===== config.mk =====
export PLATFORM = sky130hd
export DESIGN_NAME = io_clk_meter
export DESIGN_NICKNAME = d
export VERILOG_FILES = /design/src/rtl/io_clk_meter.sv
export SDC_FILE = /design/constraint.sdc
export NUM_CORES = 1
export LEC_CHECK = 0
export ABC_AREA = 1
export BUFFER_PORTS_ARGS = -buffer_cell sky130_fd_sc_hd__buf_4
export CORE_MARGIN = 4
export CORE_UTILIZATION = 54
export CTS_CLUSTER_SIZE = 8
export DETAILED_ROUTE_END_ITERATION = 16
export HOLD_SLACK_MARGIN = 0.1
export PLACE_DENSITY = 0.81
export SLEW_MARGIN = 40
export SYNTH_ARGS = -nofsm -noshare
export SYNTH_HDL_FRONTEND = slang
export SYNTH_SLANG_ARGS = --single-unit

===== constraint.sdc =====
create_clock -name AClkH -period 2.88 [get_ports AClkH]
set_input_delay 0.288 -clock AClkH [delete_from_list [all_inputs] [get_ports AClkH]]
set_output_delay 0.288 -clock AClkH [all_outputs]
set_load 0.05 [all_outputs]

===== src/rtl/io_clk_meter.sv =====
// Clock meter: measures high/low time, period and rising-edge count of an
// asynchronous input in AClkH cycles, flags loss of clock, and exposes it on the IO bus.
module io_clk_meter #(
    parameter logic [15:0] CAddrBase = 16'h0000,
    parameter logic [15:0] CTimeout  = 16'hFFFF
) (
    input  logic        AClkH,
    input  logic        AResetHN,
    input  logic        AClkHEn,
    input  logic [15:0] AIoAddr,
    input  logic [63:0] AIoMosi,
    input  logic [3:0]  AIoWrSize,
    input  logic [3:0]  AIoRdSize,
    output logic [63:0] AIoMiso,
    output logic        AIoAddrAck,
    output logic        AIoAddrErr,
    input  logic        AClkM,
    output logic        ALost
);

    function automatic logic [15:0] sat_inc16(input logic [15:0] v);
        return (v == 16'hFFFF) ? v : v + 16'd1;
    endfunction

    logic [2:0]  sync_q, sync_d;
    logic [15:0] high_cnt_q, high_cnt_d;
    logic [15:0] low_cnt_q, low_cnt_d;
    logic [15:0] high_last_q, high_last_d;
    logic [15:0] low_last_q, low_last_d;
    logic [15:0] idle_q, idle_d;
    logic [7:0]  edge_cnt_q, edge_cnt_d;
    logic        got_h_q, got_h_d;
    logic        got_l_q, got_l_d;

    logic        rise_s, fall_s, hit_s, rd_ok_s, clear_s, valid_s;
    logic [16:0] period_sum_s;
    logic [15:0] period_s;
    logic        unused_mosi_s;

    assign rise_s        = sync_q[1] & ~sync_q[2];
    assign fall_s        = ~sync_q[1] & sync_q[2];
    assign hit_s         = (AIoAddr == CAddrBase) && ((AIoWrSize != 4'd0) || (AIoRdSize != 4'd0));
    assign rd_ok_s       = hit_s && (AIoRdSize == 4'h8);
    assign clear_s       = hit_s && (AIoWrSize != 4'd0) && AIoMosi[0];
    assign valid_s       = got_h_q & got_l_q;
    assign period_sum_s  = {1'b0, high_last_q} + {1'b0, low_last_q};
    assign period_s      = period_sum_s[16] ? 16'hFFFF : period_sum_s[15:0];
    assign unused_mosi_s = ^AIoMosi[63:1];

    assign AIoAddrAck = hit_s;
    assign AIoAddrErr = hit_s && (AIoRdSize != 4'd0) && (AIoRdSize != 4'h8);
    assign ALost      = (idle_q == CTimeout);

    // Read mux: data only on a legal 8-byte read hit
    always_comb begin
        AIoMiso = 64'd0;
        if (rd_ok_s) begin
            AIoMiso = {6'd0, ALost, valid_s, edge_cnt_q, period_s, low_last_q, high_last_q};
        end else begin
            AIoMiso = 64'd0;
        end
    end

    // Next-state: everything holds unless the clock enable is high
    always_comb begin
        sync_d      = sync_q;
        high_cnt_d  = high_cnt_q;
        low_cnt_d   = low_cnt_q;
        high_last_d = high_last_q;
        low_last_d  = low_last_q;
        idle_d      = idle_q;
        edge_cnt_d  = edge_cnt_q;
        got_h_d     = got_h_q;
        got_l_d     = got_l_q;
        if (AClkHEn) begin
            sync_d = {sync_q[1:0], AClkM};
            // Phase counters restart on an edge even when a clear wins the capture
            if (rise_s) begin
                low_cnt_d  = 16'd0;
                high_cnt_d = 16'd1;
            end else if (fall_s) begin
                high_cnt_d = 16'd0;
                low_cnt_d  = 16'd1;
            end else if (sync_q[1]) begin
                high_cnt_d = sat_inc16(high_cnt_q);
            end else begin
                low_cnt_d = sat_inc16(low_cnt_q);
            end
            if (clear_s) begin
                high_last_d = 16'd0;
                low_last_d  = 16'd0;
                edge_cnt_d  = 8'd0;
                got_h_d     = 1'b0;
                got_l_d     = 1'b0;
            end else if (rise_s) begin
                low_last_d = low_cnt_q;
                got_l_d    = 1'b1;
                edge_cnt_d = edge_cnt_q + 8'd1;
            end else if (fall_s) begin
                high_last_d = high_cnt_q;
                got_h_d     = 1'b1;
            end else begin
                got_h_d = got_h_q;
            end
            if (rise_s || fall_s) begin
                idle_d = 16'd0;
            end else if (idle_q != CTimeout) begin
                idle_d = idle_q + 16'd1;
            end else begin
                idle_d = idle_q;
            end
        end else begin
            sync_d = sync_q;
        end
    end

    // State registers
    always_ff @(posedge AClkH or negedge AResetHN) begin
        if (!AResetHN) begin
            sync_q      <= 3'd0;
            high_cnt_q  <= 16'd0;
            low_cnt_q   <= 16'd0;
            high_last_q <= 16'd0;
            low_last_q  <= 16'd0;
            idle_q      <= 16'd0;
            edge_cnt_q  <= 8'd0;
            got_h_q     <= 1'b0;
            got_l_q     <= 1'b0;
        end else begin
            sync_q      <= sync_d;
            high_cnt_q  <= high_cnt_d;
            low_cnt_q   <= low_cnt_d;
            high_last_q <= high_last_d;
            low_last_q  <= low_last_d;
            idle_q      <= idle_d;
            edge_cnt_q  <= edge_cnt_d;
            got_h_q     <= got_h_d;
            got_l_q     <= got_l_d;
        end
    end

endmodule

==> results of run 1 <==
[kinds of logic (layout without fill, tap and decap cells)]
kind of cell,count (synthesis),after routing
adders and majority gates,25,25
and+or+nand+nor,488,488
xor gates and xnor gates,32,32
AOI/OAI and AO/OA,116,116
buffers and inverters,188,279
DFF,93,93
other,1,6
[worst max path at each step]
| stage | to | slack [ps] |
|---|---|---|
| final | AIoMiso[32] | 150 |
| after global routing | AIoMiso[32] | -20 |
| after CTS | AIoMiso[33] | 10 |
| after detailed placement | AIoMiso[33] | 270 |
| after global placement | AIoMiso[36] | 320 |
| after floorplan | AIoMiso[39] | 360 |
[cell usage in the layout, fill, tap and decap left out, types with 5 or more instances in the layout]
cell                         count
sky130_fd_sc_hd__dfrtp_1        93
sky130_fd_sc_hd__nand3_1        43
sky130_fd_sc_hd__nand2_1       265
sky130_fd_sc_hd__clkbuf_16       9
sky130_fd_sc_hd__buf_4          97
sky130_fd_sc_hd__nand2_2         6
sky130_fd_sc_hd__ha_1           23
sky130_fd_sc_hd__nor3_1         18
sky130_fd_sc_hd__clkinvlp_4      5
sky130_fd_sc_hd__nor2_1        122
sky130_fd_sc_hd__inv_1         159
sky130_fd_sc_hd__xor2_1         26
sky130_fd_sc_hd__o21ai_0        85
sky130_fd_sc_hd__xnor2_1         6
sky130_fd_sc_hd__conb_1          6
sky130_fd_sc_hd__nand4_1        23
sky130_fd_sc_hd__a21oi_1        17
[power groups by stage]
stage / registers (mW) / logic (mW) / clock network (mW)
after floorplan: 1.64 / 0.595 / 0
after global placement: 1.70 / 0.763 / 0
after detailed placement: 1.70 / 0.786 / 0
after CTS: 1.68 / 0.800 / 1.15
after global routing: 1.71 / 0.965 / 1.21
final: 1.68 / 0.823 / 1.13
[state kept, by name, indices dropped and copies added, names as in the netlist]
name and flops:
high_cnt_q 16, high_last_q 16, idle_q 16, low_cnt_q 16
low_last_q 16, edge_cnt_q 8, sync_q 3, got_h_q 1
got_l_q 1
[layer usage]
layer  vias to the layer above  GRT usage (%)  wire (um)
li1                       3113              -          -
met5                         -              0          0
met4                         0          7.115        319
met1                      2704          31.99       6975
met2                       140          39.51       7270
met3                        21          4.611        907
[layout make-up]
cell class              instances  area [sq um]  share of cell area [%]
inverters                     162         608.1                   8.180
well taps                     143         178.9                   2.407
repair buffers                101         774.5                   10.42
clock inverters                 7         57.56                  0.7743
clock buffers                   9         225.2                   3.030
multi-input cells             667          3262                   43.88
flip-flops and latches         93          2327                   31.31
[through the flow]
step	setup slack [ps]	hold slack, ps	instance area (sq um)	setup TNS (ps)
2_1_floorplan	355.4	-7.591	6341	0
3_3_place_gp	320.0	295.5	7092	0
3_5_place_dp	271.4	301.6	7092	0
4_1_cts	13.22	148.6	7411	0
5_1_grt	-20.81	191.6	7433	-60.84
6_report	146.6	154.7	7433	0
[worst register-to-register path: cells and delay by family, from the launching register on]
family          cells  cell delay (ps)
compound gates      1              220
buf+inv             2              260
fa+ha+maj           1              430
flops               1              400
simple gates        4              810
[repair_timing]
action,in CTS,in global routing
resized for setup,4,5
pin swaps,1,1
gates cloned,1,0
endpoints found under the hold margin,39,0
setup endpoints to repair,6,12
hold buffers,1,0
setup buffers,1,2
==> impl_summary.txt, run 1 <==
----------------------------------------------------
[Worst setup path]
  Largest incremental delay on the critical path ... 400 ps
  R2R Path End ... low_cnt_q[13]
  Startpoint class of the critical path ... flip-flop
  Timing startpoint of the critical path ... high_last_q[0]
  Kind of critical path ... flip-flop to output pin
  Required time of the critical path ... 2590 ps
  Cell type group with the largest total delay on the critical path ... adder cells
  Reg2Reg Launch Point ... sync_q[1]
  Endpoint kind of the worst setup timing path ... output pin
  Buf/Inv on CP ... 4
  Signal arrival time at the worst endpoint ... 2450 ps
  Worst path slowest cell ... sky130_fd_sc_hd__dfrtp_1
  Minimum setup slack among reg-to-reg paths ... 670 ps
  Chain of cells forming the critical path ... ha_2, fa_2, nand2_2, a21oi_2, nand2_1, nand2_2, a21oi_2, buf_6, inv_1, o21ai_0, inv_1, buf_4
  Worst R2R Path Depth ... 8
  Crit Path Max Fanout ... 6
  Total number of cells along the worst setup path ... 12

[Min path]
  Hold path endpoint ... sync_q[0]
  Kind of path behind the tightest hold check ... input port to flip-flop
  Hold Startpoint ... AClkM
  Number of cells on the worst hold path ... 3

[Placement]
  RePlAce Congestion ... 0.9589
  Count of input and output buffers ... 89
  HPWL after detailed placement ... 12060 um
  Placed Cells ... 1161

[Power]
  Clock group share of total power ... 31.1%
  Sequential share of power ... 46.3%
  IR drop worst, VDD ... 462.7 uV
  Total Power Consumption ... 3.635 mW
  P_leak ... 3.730 nW
  Combinational Power Share ... 22.6%
  Switching Fraction ... 34.23%
  PD cells ... 489.0 mW/mm^2
  Internal power ... 2.391 mW
  Net switching power of the design ... 1.244 mW

[Global route]
  First-pass GRT wire length ... 25750 um
  Via count of the first global-routing pass ... 5435
  Largest net degree at the start of global routing ... 55
  Global Route Usage Sum ... 23.87%
  Overflow left after global routing ... 0
  Number of antenna violations at the first check in global routing ... 0

[Final layout]
  Count of antenna diodes in the layout ... 0
  Synth-to-layout area growth ... 17.57%
  Final cell count without fillers ... 1182
  Core occupancy in the finished layout ... 65.10%
  Share of cells above drive strength 1 ... 13.09%
  Fillcell total ... 1039
  Final layout net count ... 1151

[Yosys]
  Flip-flop and latch count after synthesis ... 93
  Adder-cell share of the synthesized area ... 5.066%
  Synth top cells by count ... 267 x sky130_fd_sc_hd__nand2_1, 159 x sky130_fd_sc_hd__inv_1, 122 x sky130_fd_sc_hd__nor2_1, 93 x sky130_fd_sc_hd__dfrtp_1, 87 x sky130_fd_sc_hd__o21ai_0
  Number of enable flip-flop cells after synthesis ... 0
  Most common cell in the netlist ... sky130_fd_sc_hd__nand2_1
  Proportion of synthesized chip area in sequential cells ... 36.81%
  Synth Flop Type ... sky130_fd_sc_hd__dfrtp_1
  Instance count of the mapped netlist ... 943
  Cell taking the most area after synthesis ... sky130_fd_sc_hd__dfrtp_1
  Top cell type's share of synthesized area ... 36.81%
  Netlist Area Pre-Place ... 0.006322 sq mm
  Average cell area after synthesis ... 6.704 sq um
  Number of distinct library cell variants in the gate-level netlist after synthesis ... 37
  Synth Area in XOR/XNOR ... 4.433%
  Synth Area in Compound Gates ... 9.559%
  Most area-consuming cells after synthesis ... sky130_fd_sc_hd__dfrtp_1 37%, sky130_fd_sc_hd__nand2_1 16%, sky130_fd_sc_hd__inv_1 9.4%, sky130_fd_sc_hd__nor2_1 7.2%, sky130_fd_sc_hd__o21ai_0 6.9%
  Warning count from the yosys run ... 0
  Share of synthesized registers carrying an async set or reset ... 100.0%
  Main combinational cell family by area after synthesis ... simple AND/OR/NAND/NOR gates
  Multiplexer fraction of the synthesized cell area ... 0%
  Simple-gate share of the synthesized area ... 31.90%

[Drt]
  Residual DRC ... 0
  Number of vias in the routed layout ... 5978
  Routed wire length per instance ... 13.09 um
  Iteration-0 DRC Markers ... 379
  Count of nets left with antenna violations after detail routing ... 0
  Via-per-instance ratio ... 5.058
  Final WL ... 15470 um
  First drt pass iteration count ... 5

[Clocking]
  Deepest clock path buffer count ... 2
  Clock insertion delay at the later pin of the skew report ... 350 ps
  Num CTS Buffers ... 9
  Master cell of the clock root buffer ... sky130_fd_sc_hd__clkbuf_16
  TritonCTS clock tree ... built
  Clock edge transition at the registers on the reported setup and hold paths ... 70 ps
  Deepest level of the CTS H-tree ... 3
  Clock Sinks ... 93

[Timing]
  Worst Skew ... 9.509 ps
  Final worst path period need ... 2733 ps
  Final setup violating endpoints ... 0
  Remaining max-slew budget at the tightest pin ... 43.72%
  Maximum frequency from static timing analysis ... 0.3658 GHz
  Hold Vio Cnt, Final ... 0
  Transition time at the pin with the least slew margin ... 842.2 ps
  Final cycle utilization of the critical path ... 94.91%
  Fin. max-slew vios ... 0

[Floorplanning]
  Die outline area ... 0.01350 sq mm
  Number of placement rows ... 39
  Placeable core area ... 0.01142 sq mm
  Ports ... 159
  Overall die width ... 116.2 um
  Initial core utilization ... 55.37%
  Vertical extent of the die ... 116.2 um

[Status]
  Result of the run ... completed

[Job]
  Count of max-cap constraint violations ... 0

----------------------------------------------------
Note: power is estimated with default switching activity, not from simulation.
==> inputs of run 2 (changes only) <==
--- a/config.mk
+++ b/config.mk
@@ -7,12 +7,14 @@
 export LEC_CHECK = 0
 export ABC_AREA = 1
 export BUFFER_PORTS_ARGS = -buffer_cell sky130_fd_sc_hd__buf_4
+export CELL_PAD_IN_SITES_DETAIL_PLACEMENT = 1
+export CELL_PAD_IN_SITES_GLOBAL_PLACEMENT = 2
 export CORE_MARGIN = 4
-export CORE_UTILIZATION = 54
+export CORE_UTILIZATION = 29
 export CTS_CLUSTER_SIZE = 8
 export DETAILED_ROUTE_END_ITERATION = 16
 export HOLD_SLACK_MARGIN = 0.1
-export PLACE_DENSITY = 0.81
+export PLACE_DENSITY_LB_ADDON = 0.1
 export SLEW_MARGIN = 40
 export SYNTH_ARGS = -nofsm -noshare
 export SYNTH_HDL_FRONTEND = slang
==> impl_summary.txt, run 2 (synthesis gave the netlist of run 1 again) <==
----------------------------------------------------
[Status]
  Result of the run ... completed

[Global route]
  Overflow left after global routing ... 0
  Largest net degree at the start of global routing ... 37
  First-pass GRT wire length ... 33120 um
  Via count of the first global-routing pass ... 6243
  Number of antenna violations at the first check in global routing ... 0
  Global Route Usage Sum ... 16.96%

[Clocking]
  Clock edge transition at the registers on the reported setup and hold paths ... 70 ps
  Clock Sinks ... 93
  Deepest level of the CTS H-tree ... 3
  Master cell of the clock root buffer ... sky130_fd_sc_hd__clkbuf_16
  Num CTS Buffers ... 9
  Deepest clock path buffer count ... 2
  TritonCTS clock tree ... built
  Clock insertion delay at the later pin of the skew report ... 350 ps

[Placement]
  RePlAce Congestion ... 0.7647
  HPWL after detailed placement ... 16040 um
  Pre-CTS worst setup slack ... 300.5 ps
  Count of input and output buffers ... 89

[Job]
  Count of max-cap constraint violations ... 0

[Floorplanning]
  Placeable core area ... 0.02122 sq mm
  Vertical extent of the die ... 155.7 um
  Initial core utilization ... 29.79%
  Overall die width ... 155.7 um
  Die outline area ... 0.02423 sq mm
  Ports ... 159
  Number of placement rows ... 53

[Final layout]
  Synth-to-layout area growth ... 21.81%
  Core occupancy in the finished layout ... 36.29%
  Commonest non-fill, non-tap cell in the layout ... sky130_fd_sc_hd__nand2_1
  Fillcell total ... 2720
  Share of cells above drive strength 1 ... 13.67%
  Total area of multi-input combinational cells ... 0.003273 sq mm
  Combined flip-flop and latch cell area ... 0.002327 sq mm
  Most used cells in the layout excluding fill and tap cells ... 265 x sky130_fd_sc_hd__nand2_1, 159 x sky130_fd_sc_hd__inv_1, 122 x sky130_fd_sc_hd__nor2_1, 103 x sky130_fd_sc_hd__buf_4, 93 x sky130_fd_sc_hd__dfrtp_1
  Count of antenna diodes in the layout ... 0
  Final layout net count ... 1158

[Power]
  Net switching power of the design ... 1.277 mW
  Sequential share of power ... 43.6%
  IR drop worst, VDD ... 348.4 uV
  Combinational Power Share ... 22.3%
  Switching Fraction ... 33.05%
  Clock group share of total power ... 34.1%
  P_leak ... 3.793 nW
  PD cells ... 501.5 mW/mm^2
  Internal power ... 2.586 mW

[Drt]
  Residual DRC ... 0
  Final WL ... 20070 um
  Number of vias in the routed layout ... 6036
  Routed wire length per instance ... 15.19 um
  Iteration-0 DRC Markers ... 200
  Count of nets left with antenna violations after detail routing ... 0
  Via-per-instance ratio ... 4.569
  First drt pass iteration count ... 4

[Worst setup path]
  Kind of critical path ... flip-flop to output pin
  Largest incremental delay on the critical path ... 400 ps
  Minimum setup slack among reg-to-reg paths ... 670 ps
  Worst path slowest cell ... sky130_fd_sc_hd__dfrtp_1
  Timing startpoint of the critical path ... high_last_q[0]
  Signal arrival time at the worst endpoint ... 2410 ps
  Chain of cells forming the critical path ... ha_2, fa_2, nand2_2, a21oi_2, nand2_1, nand2_2, a21oi_4, buf_6, inv_1, o21ai_0, inv_1, buf_6
  Reg2Reg Launch Point ... sync_q[1]
  Worst R2R Path Depth ... 8
  Crit Path Max Fanout ... 5
  R2R Path End ... low_cnt_q[13]
  Required time of the critical path ... 2590 ps
  Startpoint class of the critical path ... flip-flop
  Endpoint kind of the worst setup timing path ... output pin
  End point of the critical path ... AIoMiso[35]

[Timing]
  Fin. max-slew vios ... 0
  Transition time at the pin with the least slew margin ... 632.1 ps
  Final worst path period need ... 2698 ps
  Final setup violating endpoints ... 0
  Final cycle utilization of the critical path ... 93.69%
  Worst Skew ... 14.16 ps
  Maximum frequency from static timing analysis ... 0.3706 GHz
  Remaining max-slew budget at the tightest pin ... 57.76%
  Final setup slack of the worst path ... 181.7 ps
  Hold Vio Cnt, Final ... 0

[Min path]
  Kind of path behind the tightest hold check ... input port to flip-flop

----------------------------------------------------
[run 2: how the worst min path moves through the flow]
| stage | from | endpoint | slack (ps) | depth (start not counted) |
|---|---|---|---|---|
| finish | AClkM | sync_q[0] | 140 | 3 |
| floorplan | AResetHN | edge_cnt_q[0] | -8 | 0 |
| CTS | AClkM | sync_q[0] | 120 | 3 |
| global route | AClkM | sync_q[0] | 120 | 3 |
| detailed placement | AResetHN | low_last_q[0] | 320 | 1 |
| global placement | AResetHN | low_last_q[0] | 310 | 1 |
[run 2: power groups by stage]
stage                     Sequential [mW]  Clock [mW]  Combinational [mW]
after global placement               1.71           0               0.851
after detailed placement             1.71           0               0.865
final                                1.69        1.32               0.861
after global routing                 1.72        1.42                1.01
after CTS                            1.69        1.36               0.880
after floorplan                      1.64           0               0.595
[run 2: repair_timing]
| action | in CTS | in global routing |
|---|---|---|
| buffers inserted | 1 | 0 |
| pin swaps | 1 | 1 |
| gates resized for setup | 5 | 9 |
| hold endpoints to repair | 33 | 0 |
| gates cloned | 1 | 0 |
| setup endpoints to repair | 5 | 14 |
| hold buffers | 1 | 0 |
[run 2: final cells by class]
cell class / instances / area share (%)
Clock buffer: 11 / 3.152
Sequential cell: 93 / 30.22
Tap cell: 275 / 4.468
Timing Repair Buffer: 108 / 10.67
Inverter: 162 / 7.896
Clock inverter: 5 / 1.089
Multi-Input combinational cell: 667 / 42.50
[run 2: metrics by stage]
| stage | power [mW] | TNS [ps] | hold slack [ps] | instance area [sq um] | std cells |
|---|---|---|---|---|---|
| 2_1_floorplan | 2.234 | 0 | -7.591 | 6341 | 948 |
| 3_3_place_gp | 2.557 | 0 | 310.9 | 7312 | 1302 |
| 3_5_place_dp | 2.576 | 0 | 318.8 | 7312 | 1302 |
| 4_1_cts | 3.928 | 0 | 124.2 | 7677 | 1321 |
| 5_1_grt | 4.150 | -0.8176 | 120.2 | 7701 | 1321 |
| 6_report | 3.862 | 0 | 136.0 | 7701 | 1321 |
[run 2: worst max-delay path: cells and delay by family, from the launching register on]
family | cells | cell delay, ps
simple gates | 3 | 260
fa+ha+maj | 2 | 570
compound gates | 3 | 380
flops | 1 | 400
buf+inv | 4 | 460
[run 2: per-layer routing]
| metal | part of all wire [%] | vias up | track usage (%) |
|---|---|---|---|
| met1 | 49 | 2851 | 23.37 |
| met2 | 47 | 61 | 28.68 |
| met4 | 1.0 | 0 | 3.126 |
| li1 | - | 3113 | - |
| met5 | 0 | - | 0 |
| met3 | 3.0 | 11 | 2.441 |
